$ cat src/rtl/decim_iq_ctrl.sv
// Two-channel (I/Q) decimator with runtime ratio, pick or integrate-and-dump modes, and sync re-alignment.
// Optional DECIM_PHASE_EN adds a phase port that selects which window index pick mode keeps.
module decim_iq_ctrl #(
  parameter int DATA_WIDTH = 22,
  parameter int R_MAX      = 16,
  localparam int RW        = $clog2(R_MAX + 1),
  localparam int GW        = $clog2(R_MAX),
  localparam int OUT_WIDTH = DATA_WIDTH + GW
) (
  input  logic                        clk,
  input  logic                        rst_n,
  input  logic                        din_valid,
  input  logic signed [DATA_WIDTH-1:0] i_in,
  input  logic signed [DATA_WIDTH-1:0] q_in,
  input  logic [RW-1:0]               ratio,
  input  logic                        mode,
  input  logic                        sync,
`ifdef DECIM_PHASE_EN
  input  logic [RW-1:0]               phase,
`endif
  output logic signed [OUT_WIDTH-1:0] i_out,
  output logic signed [OUT_WIDTH-1:0] q_out,
  output logic                        dout_valid,
  output logic                        busy
);

  localparam logic [RW-1:0] R_MAX_L = RW'(R_MAX);
  localparam logic [RW-1:0] ONE_L   = RW'(1);

  logic [RW-1:0]                cnt_q, cnt_d;
  logic [RW-1:0]                ratio_act_q, ratio_act_d;
  logic                         mode_act_q, mode_act_d;
  logic signed [OUT_WIDTH-1:0]  acc_i_q, acc_i_d, acc_q_q, acc_q_d;
  logic signed [OUT_WIDTH-1:0]  i_out_q, i_out_d, q_out_q, q_out_d;
  logic                         dout_valid_q, dout_valid_d;
`ifdef DECIM_PHASE_EN
  logic [RW-1:0]                phase_act_q, phase_act_d;
  logic [RW-1:0]                ph_cur;
  logic [RW-1:0]                pick_idx;
`endif

  logic [RW-1:0]                r_eff, r_cur, idx;
  logic                         start, m_cur, last;
  logic signed [OUT_WIDTH-1:0]  i_ext, q_ext, sum_i, sum_q, pick_i, pick_q;

  always_comb begin
    cnt_d        = cnt_q;
    ratio_act_d  = ratio_act_q;
    mode_act_d   = mode_act_q;
    acc_i_d      = acc_i_q;
    acc_q_d      = acc_q_q;
    i_out_d      = i_out_q;
    q_out_d      = q_out_q;
    dout_valid_d = 1'b0;

    if (ratio == '0)          r_eff = ONE_L;
    else if (ratio > R_MAX_L) r_eff = R_MAX_L;
    else                      r_eff = ratio;

    // A sync with a valid sample opens a new window right here, so latch from this cycle.
    start = din_valid && (sync || (cnt_q == '0));
    r_cur = start ? r_eff : ratio_act_q;
    m_cur = start ? mode  : mode_act_q;
    idx   = start ? '0    : cnt_q;
    last  = (idx == (r_cur - ONE_L));

    i_ext = {{GW{i_in[DATA_WIDTH-1]}}, i_in};
    q_ext = {{GW{q_in[DATA_WIDTH-1]}}, q_in};
    sum_i = (idx == '0) ? i_ext : acc_i_q + i_ext;
    sum_q = (idx == '0) ? q_ext : acc_q_q + q_ext;

`ifdef DECIM_PHASE_EN
    phase_act_d = phase_act_q;
    ph_cur      = start ? phase : phase_act_q;
    pick_idx    = (ph_cur >= r_cur) ? (r_cur - ONE_L) : ph_cur;
    // Pick mode parks the chosen sample in the accumulator until the window closes.
    pick_i      = (idx == pick_idx) ? i_ext : acc_i_q;
    pick_q      = (idx == pick_idx) ? q_ext : acc_q_q;
`else
    pick_i      = i_ext;
    pick_q      = q_ext;
`endif

    if (sync) begin
      cnt_d   = '0;
      acc_i_d = '0;
      acc_q_d = '0;
    end

    if (din_valid) begin
      if (start) begin
        ratio_act_d = r_eff;
        mode_act_d  = mode;
`ifdef DECIM_PHASE_EN
        phase_act_d = phase;
`endif
      end
      if (m_cur) begin
        acc_i_d = sum_i;
        acc_q_d = sum_q;
      end else begin
        acc_i_d = pick_i;
        acc_q_d = pick_q;
      end
      if (last) begin
        cnt_d        = '0;
        dout_valid_d = 1'b1;
        i_out_d      = m_cur ? sum_i : pick_i;
        q_out_d      = m_cur ? sum_q : pick_q;
      end else begin
        cnt_d = idx + ONE_L;
      end
    end
  end

  always_ff @(posedge clk or negedge rst_n) begin
    if (!rst_n) begin
      cnt_q        <= '0;
      ratio_act_q  <= ONE_L;
      mode_act_q   <= 1'b0;
      acc_i_q      <= '0;
      acc_q_q      <= '0;
      i_out_q      <= '0;
      q_out_q      <= '0;
      dout_valid_q <= 1'b0;
`ifdef DECIM_PHASE_EN
      phase_act_q  <= '0;
`endif
    end else begin
      cnt_q        <= cnt_d;
      ratio_act_q  <= ratio_act_d;
      mode_act_q   <= mode_act_d;
      acc_i_q      <= acc_i_d;
      acc_q_q      <= acc_q_d;
      i_out_q      <= i_out_d;
      q_out_q      <= q_out_d;
      dout_valid_q <= dout_valid_d;
`ifdef DECIM_PHASE_EN
      phase_act_q  <= phase_act_d;
`endif
    end
  end

  assign i_out      = i_out_q;
  assign q_out      = q_out_q;
  assign dout_valid = dout_valid_q;
  assign busy       = (cnt_q != '0);

endmodule

$ cat config.mk
export PLATFORM = sky130hd
export DESIGN_NAME = decim_iq_ctrl
export DESIGN_NICKNAME = d
export VERILOG_FILES = /design/src/rtl/decim_iq_ctrl.sv
export SDC_FILE = /design/constraint.sdc
export NUM_CORES = 1
export LEC_CHECK = 0
export ABC_AREA = 1
export BUFFER_PORTS_ARGS = -buffer_cell sky130_fd_sc_hd__buf_2
export CAP_MARGIN = 5
export CORE_MARGIN = 3
export CORE_UTILIZATION = 45
export CTS_CLUSTER_DIAMETER = 120
export CTS_CLUSTER_SIZE = 24
export DETAILED_ROUTE_END_ITERATION = 10
export GPL_TIMING_DRIVEN = 0
export SLEW_MARGIN = 10
export SYNTH_ARGS = -nofsm -noshare
export SYNTH_HDL_FRONTEND = slang
export SYNTH_SLANG_ARGS = --single-unit
$ cat constraint.sdc
create_clock -name clk -period 6.8 [get_ports clk]
set_clock_uncertainty 0.15 [all_clocks]
set_input_delay 1.36 -clock clk [delete_from_list [all_inputs] [get_ports clk]]
set_output_delay 1.36 -clock clk [all_outputs]
set_load 0.05 [all_outputs]
==> flow_summary.toml, run 1 <==
[run_status]
status = "finished, final reports clean"

[logic_synthesis]
synth_commonest_cells = "nand2_1, inv_1, dfrtp_1"
synth_most_common_cell = "nand2_1"
ys_async_sr_fraction_pct = 100
synth_edf_count = 0
synth_top_area_share_pct = 30.7
synth_area_leader_cell = "dfrtp_1"
syn_inst = 1464
ys_seq_elements = 116
yosysSeqAreaShare_pct = 31.0
avgSynthCellArea_um2 = 6.41
synth_flop_cell = "dfrtp_1"
synthTopCellsByArea = "dfrtp_1, nand2_1, inv_1"
yosys_warnings = 0
synth_cell_types = 34
synth_fp_nets = 1573
syn_area_um2 = 9380

[grt]
grt.overflow.total = 0
grt_pass1_wl_mm = 47.9
antenna_found_initial = 1
grt_max_degree = 81
grt_usage_pct = 27.5
grt_pass1_vias = 8721

[clock_tree]
cts-htree-levels = 4
cts_hold_buf = 0
cts-resized-gates = 0
clk_latency_ns = 0.43
clk_path_buf_depth = 2
tritoncts = "built"
cts_buffers = 17
cts.sinks = 116
cts_setup_buffers = 0
clkTransAtPathRegs_ns = 0.06
cts_root_buf = "clkbuf_16"

[pwr]
switchingPower_mw = 1.99
p_int_mw = 2.07
swShare_pct = 49.0
pwr-share-clk_pct = 23.6
cellPowerDensity_nw_per_um2 = 373
power_leakage_nw = 6.53
ir_drop_uv = 245
p_comb_share_pct = 51.6
p_seq_share_pct = 24.8

[floorplan]
fp.dieArea_um2 = 22600
placementRows = 52
core_um2 = 20400
start_util_pct = 46.1
chipWidth_um = 150
die_height_um = 150
ios = 108

[finish]
fillCellCount = 2069
drive_above_1_share_pct = 12.0
ff_latch_area_um2 = 2900
stdcell_count = 1874
syn2layout_area_growth_pct = 16.1
final_area_um2 = 10900
multiInputGateArea_um2 = 5300
nNetsFinal = 1699

[place]
place_congestion = 0.937
io_buffers = 106
hpwlAfterDp_mm = 23.9
place_inst = 1841
dpl_cell_area_um2 = 10300

[worst_setup_path]
rr_worst_depth = 15
crit_end = "q_out[11]"
cp.arrival_ns = 3.88
r2r_start = "cnt_q[4]"
r2r-end = "q_out[11]"
worstSetupPathType = "input pin to register"
setup.worst_path.start_class = "input pin"
end_kind = "register"
crit_fanout = 10
cp-startpoint = "sync"
r2r_slack_ns = 3.63
cp_data_required_time_ns = 6.96

[sta]
setup_viol = 0
tightest_slew_ns = 0.881
finalCritPeriodShare_pct = 54.8
totalNegativeSetupSlack_ns = 0
maxSlewHeadroom_pct = 41.3
slew_viol_final = 0
hold_violations = 0
fmax_ghz = 0.269
rsz0062_at_grt = "false"
min_period_ns = 3.72

[route]
antenna_left = 0
drt_iter0_drc = 668
drt-total-wl_mm = 30.5
routed_via_density = 5.09
drc = 0
wl_per_cell_um = 16.3
dr.pass1.iters = 5
dr_total_vias = 9537

[worst_hold_path]
holdCritPathClass = "register to register"

[run]
maxCapViolations = 0
[power by group through the flow]
| stage | Combinational [mW] | Sequential, mW | Clock [mW] |
|---|---|---|---|
| detailed placement | 2.09 | 1.01 | 0 |
| CTS | 2.09 | 1.01 | 0.969 |
| global placement | 2.06 | 1.01 | 0 |
| finish | 2.10 | 1.01 | 0.959 |
| global route | 2.33 | 1.03 | 1.00 |
| floorplan | 1.12 | 1.43 | 0 |
[cell families (layout without fill, tap and decap cells)]
group	after synthesis	in the layout	share of synthesized area, %
AO/OA/AOI/OAI	111	111	7.52
XOR/XNOR	18	18	1.68
adder cells (fa/ha/maj)	55	55	7.50
buffers and inverters	286	425	12.5
flip-flops	116	116	31.0
other	0	1	0
AND/OR/NAND/NOR	878	878	39.8
[worst min-delay path by stage]
stage | startpoint | to | slack, ns | depth (start not counted)
after floorplan | acc_i_q[10] | acc_i_q[10] | 0.31 | 2
after detailed placement | q_out[1] | q_out[1] | 0.30 | 2
after CTS | q_out[1] | q_out[1] | 0.32 | 2
final | q_out[1] | q_out[1] | 0.31 | 2
after global placement | q_out[3] | q_out[3] | 0.30 | 2
after global routing | q_out[7] | q_out[7] | 0.33 | 2
[critical path, cell delays in order]
cell and delay (ns):
buf_2 0.12, inv_1 0.11, nand2_4 0.10, nand2_4 0.11, buf_6 0.15, nand2_2 0.09
ha_1 0.21, a21boi_1 0.16, nor2_4 0.41, inv_2 0.19, buf_2 0.28, nand2_1 0.09
o21ai_0 0.23, nand4_1 0.19, nand2_1 0.06
[routing by layer]
metal / track usage [%] / part of all wire (%) / vias up
li1: - / - / 4854
met1: 41.0 / 48 / 4359
met2: 40.2 / 43 / 297
met3: 5.78 / 7.4 / 27
met4: 7.73 / 1.5 / 0
met5: 0 / 0 / -
[registers in the layout, summed over array words and instances, names as in the netlist]
name,flops
acc_i_q,26
acc_q_q,26
cnt_q,5
dout_valid,1
i_out,26
mode_act_q,1
q_out,26
ratio_act_q,5
[placed cells by master (no fill, tap or decap), types with 4 or more instances in the layout]
cell	Yosys	routed
a21oi_1	26	26
a22o_1	37	37
and2_1	14	14
buf_2	14	119
buf_6	11	12
clkbuf_1	16	16
clkbuf_16	0	17
clkinv_4	0	4
clkinvlp_4	0	4
dfrtp_1	115	115
ha_1	53	53
inv_1	238	238
inv_2	5	5
nand2_1	610	610
nand2_2	4	4
nand3_1	89	89
nand3b_1	5	5
nand4_1	72	72
nor2_1	67	67
o21ai_0	30	30
o21ai_1	14	14
or2_2	6	6
xnor2_1	15	15
[per-stage QoR]
step	total power [mW]	utilization [%]	hold slack, ns	setup WS [ns]
floorplan	2.54	-	0.307	3.32
global placement	3.08	50.3	0.298	2.63
detailed placement	3.10	50.5	0.305	2.67
CTS	4.07	53.5	0.320	3.10
global route	4.36	53.5	0.335	2.95
finish	4.06	53.5	0.314	3.08
[final cells by class]
type	instances	share of cell area [%]
tap	270	3.10
clock inverter	15	1.68
antenna	1	0.0230
inverter	243	8.37
timing repair buffer	107	5.18
multi-input combinational	1062	48.7
buffer	43	2.41
sequential	116	26.7
clock buffer	17	3.91
No activity file was read; power rests on OpenSTA's default activity.
==> inputs of run 2 (changes only) <==
Settings changed: PLACE_DENSITY set to 0.67.
Clock period 6.8 ns to 3.3 ns, I/O delays scaled along.
==> flow_summary.toml, run 2 (same netlist as run 1, synthesis figures left out) <==
[worst_setup_path]
setup.worst_path.start_class = "register"
rr_worst_depth = 15
cp-startpoint = "cnt_q[3]"
worstSetupPathType = "register to register"
r2r-end = "q_out[11]"
cp_data_required_time_ns = 3.45
r2r_slack_ns = 0.11
end_kind = "register"
r2r_start = "cnt_q[3]"
cp.arrival_ns = 3.35
crit_fanout = 10

[sta]
tightest_slew_ns = 0.789
fin_ws_ns = 0.106
hold_violations = 1
maxSlewHeadroom_pct = 47.4
slew_viol_final = 0
finalCritPeriodShare_pct = 96.8
fmax_ghz = 0.313
rsz0062_at_grt = "false"
min_period_ns = 3.19
setup_viol = 0
whs_ns = -0.000550

[clock_tree]
cts-htree-levels = 4
cts.sinks = 116
tritoncts = "built"
cts_hold_buf = 0
clkTransAtPathRegs_ns = 0.06
cts_root_buf = "clkbuf_16"
cts_buffers = 17
clk_latency_ns = 0.42
clk_path_buf_depth = 2

[grt]
grt_max_degree = 76
grt.overflow.total = 0
grt_pass1_wl_mm = 47.4
grt_pass1_vias = 8993
grt_usage_pct = 26.8
antenna_found_initial = 0

[floorplan]
chipWidth_um = 150
core_um2 = 20400
die_height_um = 150
placementRows = 52
start_util_pct = 46.1
ios = 108
fp.dieArea_um2 = 22600

[place]
place_inst = 1841
io_buffers = 106
place_congestion = 0.989
post-place-ws_ns = -0.117
hpwlAfterDp_mm = 23.7

[route]
dr_total_vias = 9712
drt-total-wl_mm = 30.3
antenna_left = 0
drt_iter0_drc = 756
wl_per_cell_um = 16.2
routed_via_density = 5.18
drc = 0
dr.pass1.iters = 5

[finish]
syn2layout_area_growth_pct = 16.9
layout_common_cells = "nand2_1, inv_1, buf_2"
n_antenna_cell = 0
drive_above_1_share_pct = 12.1
fillCellCount = 2108
final_common_cell = "nand2_1"
stdcell_count = 1875
nNetsFinal = 1702

[pwr]
ir_drop_uv = 425
power_leakage_nw = 6.57
cellPowerDensity_nw_per_um2 = 766

[run]
maxCapViolations = 0

[worst_hold_path]
holdCritPathClass = "input pin to async pin"

[run_status]
status = "finished, violations left"
violations = "negative hold slack"
-- run 2: cell count changes in the layout (fill, tap and decap cells not counted), sizes merged --
cell / delta
clkbuf: +6
diode: -1
bufinv: +1
inv: -2
clkinvlp: -2
buf: +1
clkinv: -2
-- run 2: metal layers --
metal,global-route usage (%),share of wire (%),vias up
li1,-,-,4866
met1,39.8,48,4455
met3,4.00,7.7,44
met5,0,0,-
met2,40.5,42,347
met4,7.64,2.0,0
-- run 2: stage by stage --
step	area, µm²	total power [mW]	util (%)	setup TNS (ns)
final	11000	8.40	53.8	0
after global routing	11000	8.96	53.8	0
after CTS	10900	8.37	53.5	0
after detailed placement	10300	6.37	50.5	-0.237
after global placement	10200	6.31	50.3	-12.34
after floorplan	9380	5.24	-	0
-- run 2: final cells by class --
| class | instances | area, µm² | share of cell area [%] |
|---|---|---|---|
| sequential | 116 | 2900 | 26.5 |
| inverter | 243 | 912 | 8.32 |
| clock inverter | 10 | 155 | 1.42 |
| tap | 270 | 338 | 3.08 |
| timing repair buffer | 110 | 617 | 5.63 |
| clock buffer | 21 | 460 | 4.20 |
| multi-input combinational | 1062 | 5310 | 48.4 |
| buffer | 43 | 269 | 2.45 |
-- run 2: worst max-delay path: stages, from the launching register on --
cell and delay (ns):
dfrtp_1 0.44, nor2_2 0.07, nand3_2 0.10, nand2_4 0.09, nand2_4 0.11, buf_6 0.16
nand2_2 0.09, ha_1 0.21, a21boi_2 0.17, nor2_4 0.37, inv_2 0.19, clkbuf_4 0.28
nand2_1 0.10, o21ai_0 0.24, nand4_1 0.23, nand2_1 0.07
-- run 2: how the worst max path moves through the flow --
| stage | depth (start not counted) | to | slack (ns) |
|---|---|---|---|
| after floorplan | 18 | i_out[0] | 0.39 |
| after global placement | 1 | acc_q_q[14] | -0.12 |
| after detailed placement | 15 | q_out[11] | -0.12 |
| after CTS | 15 | q_out[11] | 0.08 |
| after global routing | 15 | q_out[11] | 0.003 |
| final | 15 | q_out[11] | 0.11 |
-- run 2: power by group --
group	total (mW)	internal [mW]	switching, mW
logic	4.34	1.24	3.10
clock network	1.97	1.29	0.673
registers	2.09	1.84	0.245
-- run 2: what timing repair did --
action / in CTS / in global routing
setup endpoints to repair: 0 / 3
gates resized for setup: 0 / 4
buffers inserted: 0 / 2
==> inputs of run 3 (changes only) <==
Settings changed: ABC_AREA 1 to not set, PLACE_DENSITY 0.67 to 0.68.
==> flow_summary.toml, run 3 <==
[run_status]
status = "finished, violations left"
violations = "negative setup slack"

[logic_synthesis]
synth_edf_count = 0
synth_cell_types = 67
yosys_warnings = 0
synth_flop_cell = "dfrtp_1"
avgSynthCellArea_um2 = 9.18
syn_inst = 817
syn_area_um2 = 7500
yosysSeqAreaShare_pct = 38.7
synth_most_common_cell = "dfrtp_1"
synth_fp_nets = 926
synthTopCellsByArea = "dfrtp_1, ha_1, o21ai_0"
ys_seq_elements = 116
synth_commonest_cells = "dfrtp_1, nand2_1, nor2_1"
ys_async_sr_fraction_pct = 100
synth_top_area_share_pct = 38.4
synth_area_leader_cell = "dfrtp_1"

[clock_tree]
clk_path_buf_depth = 2
clkTransAtPathRegs_ns = 0.05
clk_latency_ns = 0.42
cts.sinks = 116
cts_buffers = 17
tritoncts = "built"
cts_root_buf = "clkbuf_16"
cts-htree-levels = 4

[finish]
final_common_cell = "dfrtp_1"
n_antenna_cell = 0
nNetsFinal = 1073
syn2layout_area_growth_pct = 26.2
final_util_pct = 58.7
fillCellCount = 1448
layout_common_cells = "dfrtp_1, buf_2, nand2_1"
drive_above_1_share_pct = 23.7

[sta]
slew_viol_final = 0
rsz0062_at_grt = "true"
fmax_ghz = 0.294
fin_ws_ns = -0.0973
tightest_slew_ns = 0.804
whs_ns = 0.335
finalCritPeriodShare_pct = 103
hold_violations = 0
setup_viol = 51
min_period_ns = 3.40
maxSlewHeadroom_pct = 46.4

[worst_setup_path]
setup.worst_path.start_class = "register"
cp_data_required_time_ns = 3.45
crit_path_top_delay_cell = "dfrtp_2"
end_kind = "register"
cp_cell_sequence = "nor2_4 > a41oi_4 > buf_6 > o31ai_4 > inv_2 > ha_4 > nor2b_4 > nor4b_4 > o221ai_1 > and3_1 > nor4_4 > and2_4 > buf_4 > buf_12 > mux2_4"
cp.arrival_ns = 3.54
rr_worst_depth = 15
slowest_delay_ns = 0.42
worstSetupPathType = "register to register"
crit_fanout = 8

[route]
antenna_left = 0
drc = 0
wl_per_cell_um = 18.0
dr_total_vias = 6577
dr.pass1.iters = 5
drt-total-wl_mm = 21.4
drt_iter0_drc = 404
routed_via_density = 5.53

[grt]
grt_max_degree = 85
grt_pass1_wl_mm = 34.1
grt_usage_pct = 23.7
antenna_found_initial = 0
grt_pass1_vias = 6550
grt.overflow.total = 0

[floorplan]
start_util_pct = 46.5
placementRows = 46
chipWidth_um = 135
fp.dieArea_um2 = 18300
core_um2 = 16100
die_height_um = 135
ios = 108

[place]
hpwlAfterDp_mm = 15.0
place_congestion = 0.912
post-place-ws_ns = -0.929
io_buffers = 106

[run]
maxCapViolations = 0

[pwr]
cellPowerDensity_nw_per_um2 = 863
power_leakage_nw = 4.47
ir_drop_uv = 457

[worst_hold_path]
holdCritPathClass = "register to register"
hold_depth = 2
## run 3: worst max-delay path: cells and delay by family (launching register included)
family / cells / cell delay [ns]
AND/OR/NAND/NOR: 6 / 1.19
AO/OA/AOI/OAI: 3 / 0.54
multiplexers: 1 / 0.31
adder cells (fa/ha/maj): 1 / 0.16
flip-flops: 1 / 0.42
buffers and inverters: 4 / 0.52
## run 3: layout make-up
class / count / area [µm²] / area share, %
clock inverters: 6 / 80.1 / 0.846
inverters: 24 / 90.1 / 0.952
multi-input cells: 635 / 4520 / 47.7
plain buffers: 39 / 284 / 3.00
flip-flops and latches: 116 / 2910 / 30.7
clock buffers: 23 / 468 / 4.94
repair buffers: 131 / 845 / 8.92
well taps: 216 / 270 / 2.85
## run 3: kinds of logic (layout without fill, tap and decap cells)
group                    count (synthesis)  count (layout)  synth area share, %
AO/OA/AOI/OAI                          257             257                 22.5
XOR/XNOR                                47              47                 5.49
adder cells (fa/ha/maj)                 55              55                 9.37
buffers and inverters                   66             223                 3.65
flip-flops                             116             116                 38.7
multiplexers                            45              45                 6.46
AND/OR/NAND/NOR                        231             231                 13.8
## run 3: through the flow
| step | instance area (µm²) | total power [mW] | cells | TNS (ns) |
|---|---|---|---|---|
| after floorplan | 7580 | 5.21 | 817 | -15.76 |
| after global placement | 8380 | 6.12 | 1139 | -62.24 |
| after detailed placement | 8420 | 6.18 | 1140 | -51.09 |
| after CTS | 9240 | 8.06 | 1181 | -0.111 |
| after global routing | 9470 | 8.66 | 1190 | -10.48 |
| final | 9470 | 8.17 | 1190 | -2.82 |
## run 3: per-layer routing
| metal | GRT usage, % | up-vias | part of all wire [%] |
|---|---|---|---|
| li1 | - | 3256 | - |
| met2 | 39.0 | 148 | 46 |
| met5 | 0 | - | 0 |
| met3 | 3.91 | 35 | 4.1 |
| met1 | 32.1 | 3138 | 47 |
| met4 | 7.05 | 0 | 2.2 |
## run 3: repair_timing
item	CTS	global route
cloned	2	3
buffers inserted	12	7
hold endpoints to repair	32	0
pin swaps	9	11
hold buffers	1	0
endpoints found under the setup margin	65	68
gates resized for setup	35	33
## run 3: path summary, 6_finish.rpt
kind	from	end	slack, ns
worst max-delay path	cnt_q[3]	i_out[15]	-0.1
worst min-delay path	acc_q_q[4]	acc_q_q[4]	0.33
worst max register to register	cnt_q[3]	i_out[15]	-0.1
worst min register to register	acc_q_q[4]	acc_q_q[4]	0.33
max in group asynchronous	rst_n	ratio_act_q[0]	1.71
min in group asynchronous	rst_n	i_out[25]	0.55
## run 3: power by group
part           leakage, nW  internal [mW]  switching [mW]
Sequential            1.44           1.91           0.302
Clock                0.273           1.13           0.631
Combinational         2.75           1.45            2.74
Total                 4.47           4.50            3.67
